==> config.mk <==
export PLATFORM = sky130hd
export DESIGN_NAME = queue_detector_flat
export DESIGN_NICKNAME = d
export VERILOG_FILES = /design/src/rtl/queue_detector_if.sv /design/src/rtl/queue_detector.sv /design/src/flat_wrapper.sv
export SDC_FILE = /design/constraint.sdc
export NUM_CORES = 1
export LEC_CHECK = 0
export BUFFER_PORTS_ARGS = -buffer_cell sky130_fd_sc_hd__buf_2
export CAP_MARGIN = 20
export CORE_ASPECT_RATIO = 0.75
export CORE_MARGIN = 5
export CORE_UTILIZATION = 35
export DETAILED_ROUTE_END_ITERATION = 8
export HOLD_SLACK_MARGIN = 0.15
export PLACE_DENSITY_LB_ADDON = 0.3
export SETUP_SLACK_MARGIN = 0.2
export SKIP_LAST_GASP = 1
export SLEW_MARGIN = 20
export SYNTH_ARGS = -nofsm -noshare
export SYNTH_HDL_FRONTEND = slang
export SYNTH_SLANG_ARGS = --single-unit
==> constraint.sdc <==
create_clock -name clk -period 3.5 [get_ports clk]
set_input_delay 0.35 -clock clk [delete_from_list [all_inputs] [get_ports clk]]
set_output_delay 0.35 -clock clk [all_outputs]
set_load 0.005 [all_outputs]
==> src/rtl/queue_detector_if.sv <==
// Loop-detector inputs and queue-status outputs shared between the
// intersection controller side and the queue_detector front end.
interface queue_detector_if #(
  parameter int unsigned CNT_W = 4
);
  logic             arrM;
  logic             depM;
  logic             arrC;
  logic             depC;
  logic             PQm;
  logic             PQc;
  logic [CNT_W-1:0] cntM;
  logic [CNT_W-1:0] cntC;
  logic             satM;
  logic             satC;

  modport master (
    output arrM, depM, arrC, depC,
    input  PQm, PQc, cntM, cntC, satM, satC
  );

  modport slave (
    input  arrM, depM, arrC, depC,
    output PQm, PQc, cntM, cntC, satM, satC
  );
endinterface

==> src/rtl/queue_detector.sv <==
// Vehicle-queue front end: synchronizes and debounces four loop detectors,
// keeps a saturating waiting count per road and flags queue presence.
module queue_detector #(
  parameter int unsigned DEBOUNCE = 4,
  parameter int unsigned CNT_W    = 4,
  parameter int unsigned THRESH   = 1
) (
  input  logic              clk,
  input  logic              rst_n,
  queue_detector_if.slave   bus
);

  localparam int unsigned NCH     = 4;
  localparam int unsigned ARR_M   = 0;
  localparam int unsigned DEP_M   = 1;
  localparam int unsigned ARR_C   = 2;
  localparam int unsigned DEP_C   = 3;
  localparam logic [7:0]       DC_LAST = 8'(DEBOUNCE - 1);
  localparam logic [CNT_W-1:0] CNT_MAX = '1;
  localparam logic [CNT_W-1:0] THR     = CNT_W'(THRESH);

  logic [NCH-1:0] raw_c;
  logic [NCH-1:0] sync_q1;
  logic [NCH-1:0] sync_q2;
  logic [NCH-1:0] deb_q;
  logic [NCH-1:0] deb_d_q;
  logic [NCH-1:0] ev_c;
  logic [7:0]     dc_q [NCH];

  logic [CNT_W-1:0] cnt_m_q, cnt_c_q;
  logic             sat_m_q, sat_c_q;
  logic             pq_m_q, pq_c_q;
  logic [CNT_W:0]   road_m_c, road_c_c;

  assign raw_c = {bus.depC, bus.arrC, bus.depM, bus.arrM};

  // Two-flop synchronizer per channel
  always_ff @(posedge clk or negedge rst_n) begin
    if (!rst_n) begin
      sync_q1 <= '0;
      sync_q2 <= '0;
    end else begin
      sync_q1 <= raw_c;
      sync_q2 <= sync_q1;
    end
  end

  // Debounce: level changes only after DEBOUNCE consecutive differing samples
  always_ff @(posedge clk or negedge rst_n) begin
    if (!rst_n) begin
      deb_q   <= '0;
      deb_d_q <= '0;
      for (int i = 0; i < NCH; i++) dc_q[i] <= '0;
    end else begin
      deb_d_q <= deb_q;
      for (int i = 0; i < NCH; i++) begin
        if (sync_q2[i] == deb_q[i]) begin
          dc_q[i] <= '0;
        end else if (dc_q[i] == DC_LAST) begin
          deb_q[i] <= sync_q2[i];
          dc_q[i]  <= '0;
        end else begin
          dc_q[i] <= dc_q[i] + 8'd1;
        end
      end
    end
  end

  assign ev_c = deb_q & ~deb_d_q;

  // Next {sat, count} for one road; simultaneous arrival+departure cancel
  function automatic logic [CNT_W:0] road_next(
    input logic             arr,
    input logic             dep,
    input logic [CNT_W-1:0] cnt,
    input logic             sat
  );
    logic [CNT_W-1:0] c;
    logic             s;
    c = cnt;
    s = sat;
    if (arr && !dep) begin
      if (cnt == CNT_MAX) s = 1'b1;
      else                c = cnt + CNT_W'(1);
    end else if (dep && !arr && (cnt != '0)) begin
      c = cnt - CNT_W'(1);
    end
    return {s, c};
  endfunction

  always_comb begin
    road_m_c = {sat_m_q, cnt_m_q};
    road_c_c = {sat_c_q, cnt_c_q};
    road_m_c = road_next(ev_c[ARR_M], ev_c[DEP_M], cnt_m_q, sat_m_q);
    road_c_c = road_next(ev_c[ARR_C], ev_c[DEP_C], cnt_c_q, sat_c_q);
  end

  // Per-road counters, sticky saturation and queue-present flags
  always_ff @(posedge clk or negedge rst_n) begin
    if (!rst_n) begin
      cnt_m_q <= '0;
      cnt_c_q <= '0;
      sat_m_q <= 1'b0;
      sat_c_q <= 1'b0;
      pq_m_q  <= 1'b0;
      pq_c_q  <= 1'b0;
    end else begin
      {sat_m_q, cnt_m_q} <= road_m_c;
      {sat_c_q, cnt_c_q} <= road_c_c;
      pq_m_q <= (cnt_m_q >= THR);
      pq_c_q <= (cnt_c_q >= THR);
    end
  end

  assign bus.cntM = cnt_m_q;
  assign bus.cntC = cnt_c_q;
  assign bus.satM = sat_m_q;
  assign bus.satC = sat_c_q;
  assign bus.PQm  = pq_m_q;
  assign bus.PQc  = pq_c_q;

endmodule

==> src/flat_wrapper.sv <==
// flat-port wrapper written by rule: the top's interface ports become plain ports
module queue_detector_flat 
#(
  parameter int unsigned DEBOUNCE = 4,
  parameter int unsigned CNT_W    = 4,
  parameter int unsigned THRESH   = 1
)
  (clk, rst_n, bus_arrM, bus_depM, bus_arrC, bus_depC, bus_PQm, bus_PQc, bus_cntM, bus_cntC, bus_satM, bus_satC);
  queue_detector_if #(.CNT_W(CNT_W)) bus_i ();
  input  logic clk;
  input  logic rst_n;
  input wire logic [$bits(bus_i.arrM)-1:0] bus_arrM;
  input wire logic [$bits(bus_i.depM)-1:0] bus_depM;
  input wire logic [$bits(bus_i.arrC)-1:0] bus_arrC;
  input wire logic [$bits(bus_i.depC)-1:0] bus_depC;
  output wire logic [$bits(bus_i.PQm)-1:0] bus_PQm;
  output wire logic [$bits(bus_i.PQc)-1:0] bus_PQc;
  output wire logic [$bits(bus_i.cntM)-1:0] bus_cntM;
  output wire logic [$bits(bus_i.cntC)-1:0] bus_cntC;
  output wire logic [$bits(bus_i.satM)-1:0] bus_satM;
  output wire logic [$bits(bus_i.satC)-1:0] bus_satC;
  assign bus_i.arrM = bus_arrM;
  assign bus_i.depM = bus_depM;
  assign bus_i.arrC = bus_arrC;
  assign bus_i.depC = bus_depC;
  assign bus_PQm = bus_i.PQm;
  assign bus_PQc = bus_i.PQc;
  assign bus_cntM = bus_i.cntM;
  assign bus_cntC = bus_i.cntC;
  assign bus_satM = bus_i.satM;
  assign bus_satC = bus_i.satC;
  queue_detector #(.DEBOUNCE(DEBOUNCE), .CNT_W(CNT_W), .THRESH(THRESH)) u_core (.clk(clk), .rst_n(rst_n), .bus(bus_i));
endmodule
**After elaboration in Yosys (flattened, before gate mapping)**

Index checks and enable logic that the tools add are counted.

- $lt $le $gt $ge: 2
- Bitwise gates (word level): 6
- Add/sub/neg operators: 8
- Muxes and demuxes: 14
- Equality and inequality tests: 12
- Reduce and logical (&&, ||, !) cells: 22

Operator list:

| cell | number |
|---|---|
| 8-bit two-way mux | 8 |
| 8-bit by 1-bit adder with 8-bit output (second input constant) | 4 |
| 8-bit by 2-bit == test with 1-bit output (second input constant) | 4 |
| 4-bit two-way mux | 6 |
| 2-bit AND reduction | 8 |
| 4-bit by 1-bit adder with 4-bit output (second input constant) | 2 |
| 4-bit == test (second input constant) | 2 |
| 4-bit by 1-bit greater-or-equal comparator with 1-bit output (second input constant) | 2 |
| 4-bit nonzero test | 2 |
| 4-bit by 1-bit subtractor with 4-bit output (second input constant) | 2 |
| 1-bit logical AND | 6 |
| 4-bit AND | 1 |
| 1-bit == test | 4 |
| 1-bit zero test | 4 |
| 2-bit inequality test (second input constant) | 2 |
| 1-bit NOT | 4 |
| 4-bit NOT | 1 |
| 2-bit nonzero test | 2 |

- Flip-flop bits (word level): 60
- Output and inout bits: 12
- Word-level logic and storage cells: 81

**Longest topological paths before layout**

- Depth after elaboration: 7
- Gate-level depth with buffers: 5

**Worst setup path before layout**

Ideal clock, no wire load.

- Kind: reg2reg
- From: register u_core.cnt_m_q[0], in the netlist u_core.bus.cntM[0]
- To: register u_core.cnt_m_q[1], in the netlist u_core.bus.cntM[1]
- Path slack: 2152 ps
- Arrival time: 1269 ps
- Setup time: 79 ps
- Cell stages (with the launch flop): 6
- Period minus slack after synthesis: 1348 ps
- Path buffers: 0
- Cells stage by stage: dfrtp_1 ha_1 nand3_1 and3_1 nor2_1 mux2i_1

- Longest elaborated chain between the ends: 4
- Elaborated cells between the ends (all ways): 11
- Those cells by class: add/sub (2); eq/ne (2); mux (3); reduce/logical (4)

RTL lines:

| what | RTL line | source |
|---|---|---|
| start: declaration | queue_detector.sv:30 | `logic [CNT_W-1:0] cnt_m_q, cnt_c_q;` |
| start signal: assignment | queue_detector.sv:108 | `{sat_m_q, cnt_m_q} <= road_m_c;` |
| parallel branches: the longest is 4 deep, another holds 4-bit by 1-bit subtractor with 4-bit output | -- |  |

Parallel ways; which one is timed is not known. The select of a mux whose other input is x is not followed.
A chain may end at the register's enable or synchronous reset.

**Final worst setup path**

- From: register u_core.cnt_c_q[0], in the netlist u_core.bus.cntC[0]
- To: register u_core.cnt_c_q[1], in the netlist u_core.bus.cntC[1]

- Longest elaborated chain between the ends: 4
- Elaborated cells between the ends (all ways): 11
- Those cells by class: add/sub (2); eq/ne (2); mux (3); reduce/logical (4)

RTL lines:

| what | RTL line | source |
|---|---|---|
| start: declaration | queue_detector.sv:30 |  |
| start signal: assignment | queue_detector.sv:109 | `{sat_c_q, cnt_c_q} <= road_c_c;` |
| parallel branches: the longest is 4 deep, another holds 4-bit by 1-bit subtractor with 4-bit output | -- |  |

Parallel ways; which one is timed is not known. The select of a mux whose other input is x is not followed.

==> reports/qor.yml <==
final_cell_mix: "dfrtp_1 (60), nor2_1 (32), xor2_1 (23)"
crit_type: "flop to flop"
grtUsageTotal: 0.09670
setup_viol: 0
start_util: 0.3636
num_rows: 27
async_reset_ff_frac: 1.000
worst_slew_margin_rel: 0.6211
maxCapViolCount: 0
vdd_drop_max_mv: 0.2429
netlist-cell-type-count: 24
synthCells: 229
internal-power_w: 0.001610
power_w: 0.002414
sequentialPowerShare: 0.437
ant_nets: 0
reg2reg_from: "u_core.bus.cntC[0]$_DFFE_PN0P_"
root_buffer: "clkbuf_8"
comb_power_share: 0.289
die_x_microns: 111.5
wl_per_cell_microns: 11.23
first_global_vias: 1577
leakage_nw: 1.533
cts-htree-levels: 3
io_pins: 18
swShare: 0.3330
placed_area_sq_um: 2922
dr_wl_met2_microns: 1643
avgSynthCellArea_sq_um: 11.80
nets: 285
min_path_cells: 0
final_common_cell: "dfrtp_1"
clkLatencyLatePin_ps: 330
dp_hpwl_microns: 2881
synth_nets: 251
antenna_cells: 0
drive_gt1_frac: 0.1642
wirelength_met1_microns: 2249
rsz0062_at_grt: "false"
ys_seq_area_frac: 0.5556
skew_ps: 6.596
numCtsBuffers: 9
num_vias: 1649
synth_flop_cell: "dfrtp_1"
design_area_sq_um: 3193
drc: 0
hold_viol: 0
grt_max_degree: 47
holdPathEnd: "u_core.sync_q2[2]$_DFF_PN0_"
hp-start: "u_core.sync_q1[2]$_DFF_PN0_"
drt-total-wl_microns: 4143
totalNegativeSetupSlack_ps: 0
synth_edf_count: 0
clockPowerShare: 0.274
startpoint_type: "flop"
cp_max_fo: 7
reg2reg_slack_ps: 2000
die-height_microns: 86.10
slew_violations: 0
reg2reg_to: "u_core.bus.cntC[1]$_DFFE_PN0P_"
netlist_area_sq_um: 2703
reg2regPathDepth: 5
tightestPinTransition_ps: 568.3
firstDrtPassIters: 4
drtIter0Drc: 52
highest_layer: "met4"
core_area_sq_um: 7432
arrival_ps: 1760
p_switching_w: 0.0008036
ys_ff_latch: 60
cp-end-kind: "flop"
clk_path_buf_depth: 2
max_freq_mhz: 665.2
antenna_found_initial: 0
min_period_over_period: 0.4295
yosys_warnings: 0
cp.required_ps: 3750
p_per_area_nw_per_um2: 755.9
grt_pass1_wl_microns: 7396
clk_pin_slew_ps: 70
wl_met3_microns: 187
hold_class: "flop to flop"
outcome: "finished clean"
post-route-min-period_ps: 1503
area_growth_pct: 18.15
clock_sinks: 60
portBuffers: 17
grt-ovfl-total: 0
gp_congestion: 0.8313
die-area_sq_um: 9597
viasPerCell: 4.469
cts_tree: "yes"
## worst max-delay path, stage by stage (launching register included)
cell     delay, ps
dfrtp_1        470
ha_1           230
nand3_1         70
and3_1         220
nor2_1         210
mux2i_1        230
## per-stage QoR
| stage | setup slack [ps] | utilization | std cells | hold slack [ps] |
|---|---|---|---|---|
| 2_1_floorplan | 2152 | - | 229 | 54.41 |
| 3_3_place_gp | 1997 | 0.3931 | 348 | 273.3 |
| 3_5_place_dp | 1998 | 0.3931 | 348 | 275.7 |
| 4_1_cts | 1982 | 0.4296 | 369 | 345.6 |
| 5_1_grt | 1846 | 0.4296 | 369 | 355.2 |
| 6_report | 1997 | 0.4296 | 369 | 341.3 |
## power by group through the flow
| stage | clock network (W) | logic [W] | registers, W |
|---|---|---|---|
| 2_1_floorplan | 0 | 0.000514 | 0.00104 |
| 3_3_place_gp | 0 | 0.000698 | 0.00106 |
| 3_5_place_dp | 0 | 0.000702 | 0.00107 |
| 4_1_cts | 0.000688 | 0.000710 | 0.00106 |
| 5_1_grt | 0.000717 | 0.000807 | 0.00108 |
| 6_report | 0.000660 | 0.000698 | 0.00106 |
## state kept, by name, indices dropped and copies added, names as in the netlist
name,cells
u_core.sync_q1,4
u_core.bus.cntC,4
u_core.bus.PQm,1
u_core.bus.satM,1
u_core.bus.cntM,4
u_core.deb_q,4
u_core.deb_d_q,4
u_core.bus.satC,1
u_core.bus.PQc,1
u_core.dc_q,32
u_core.sync_q2,4
## Yosys cell counts (all sizes together) (4+ instances only)
cell	instances	area (sq um)
and3	20	125.1
xnor2	13	113.9
nor3	4	20.02
nor4b	4	35.03
o22ai	4	25.02
xor2	23	201.4
mux2	4	45.04
nand2	8	30.03
dfrtp	60	1501
inv	4	15.01
ha	16	200.2
nor2	32	120.1
nand3	19	95.09
## cell type report
type,count,area [sq um]
clock buffers,13,178.9
clock inverters,3,42.54
fillers,699,4239
inverters,4,15.01
multi-input cells,165,1186
flip-flops and latches,60,1501
well taps,101,126.4
repair buffers,23,142.6
## cells by family after synthesis
family                   Yosys count  synth area share
AO/OA/AOI/OAI                     12           0.04073
XOR/XNOR                          36            0.1167
adder cells (fa/ha/maj)           16           0.07407
buffers and inverters              4          0.005554
flip-flops                        60            0.5556
multiplexers                       6           0.02407
AND/OR/NAND/NOR                   95            0.1833
## how the worst max path moves through the flow
stage                                               from                              to  slack (ps)  cells past startpoint
final                     u_core.bus.cntC[0]$_DFFE_PN0P_  u_core.bus.cntC[1]$_DFFE_PN0P_        2000                      5
after global routing      u_core.bus.cntC[0]$_DFFE_PN0P_  u_core.bus.cntC[1]$_DFFE_PN0P_        1850                      5
after CTS                 u_core.bus.cntC[0]$_DFFE_PN0P_  u_core.bus.cntC[1]$_DFFE_PN0P_        1980                      5
after detailed placement  u_core.bus.cntC[0]$_DFFE_PN0P_  u_core.bus.cntC[1]$_DFFE_PN0P_        2000                      5
after global placement    u_core.bus.cntC[0]$_DFFE_PN0P_  u_core.bus.cntC[1]$_DFFE_PN0P_        2000                      5
after floorplan           u_core.bus.cntM[0]$_DFFE_PN0P_  u_core.bus.cntM[1]$_DFFE_PN0P_        2150                      5
## per-layer routing
metal / track usage / up-vias
li1: - / 856
met5: 0 / -
met4: 0.04972 / 0
met2: 0.1253 / 20
met3: 0.04161 / 9
met1: 0.1352 / 764
## timing repair
item,CTS,global route
hold buffers,5,0
resized for setup,0,0
buffers inserted,0,0
hold endpoints to repair,18,0
No activity file was read; power rests on OpenSTA's default activity.
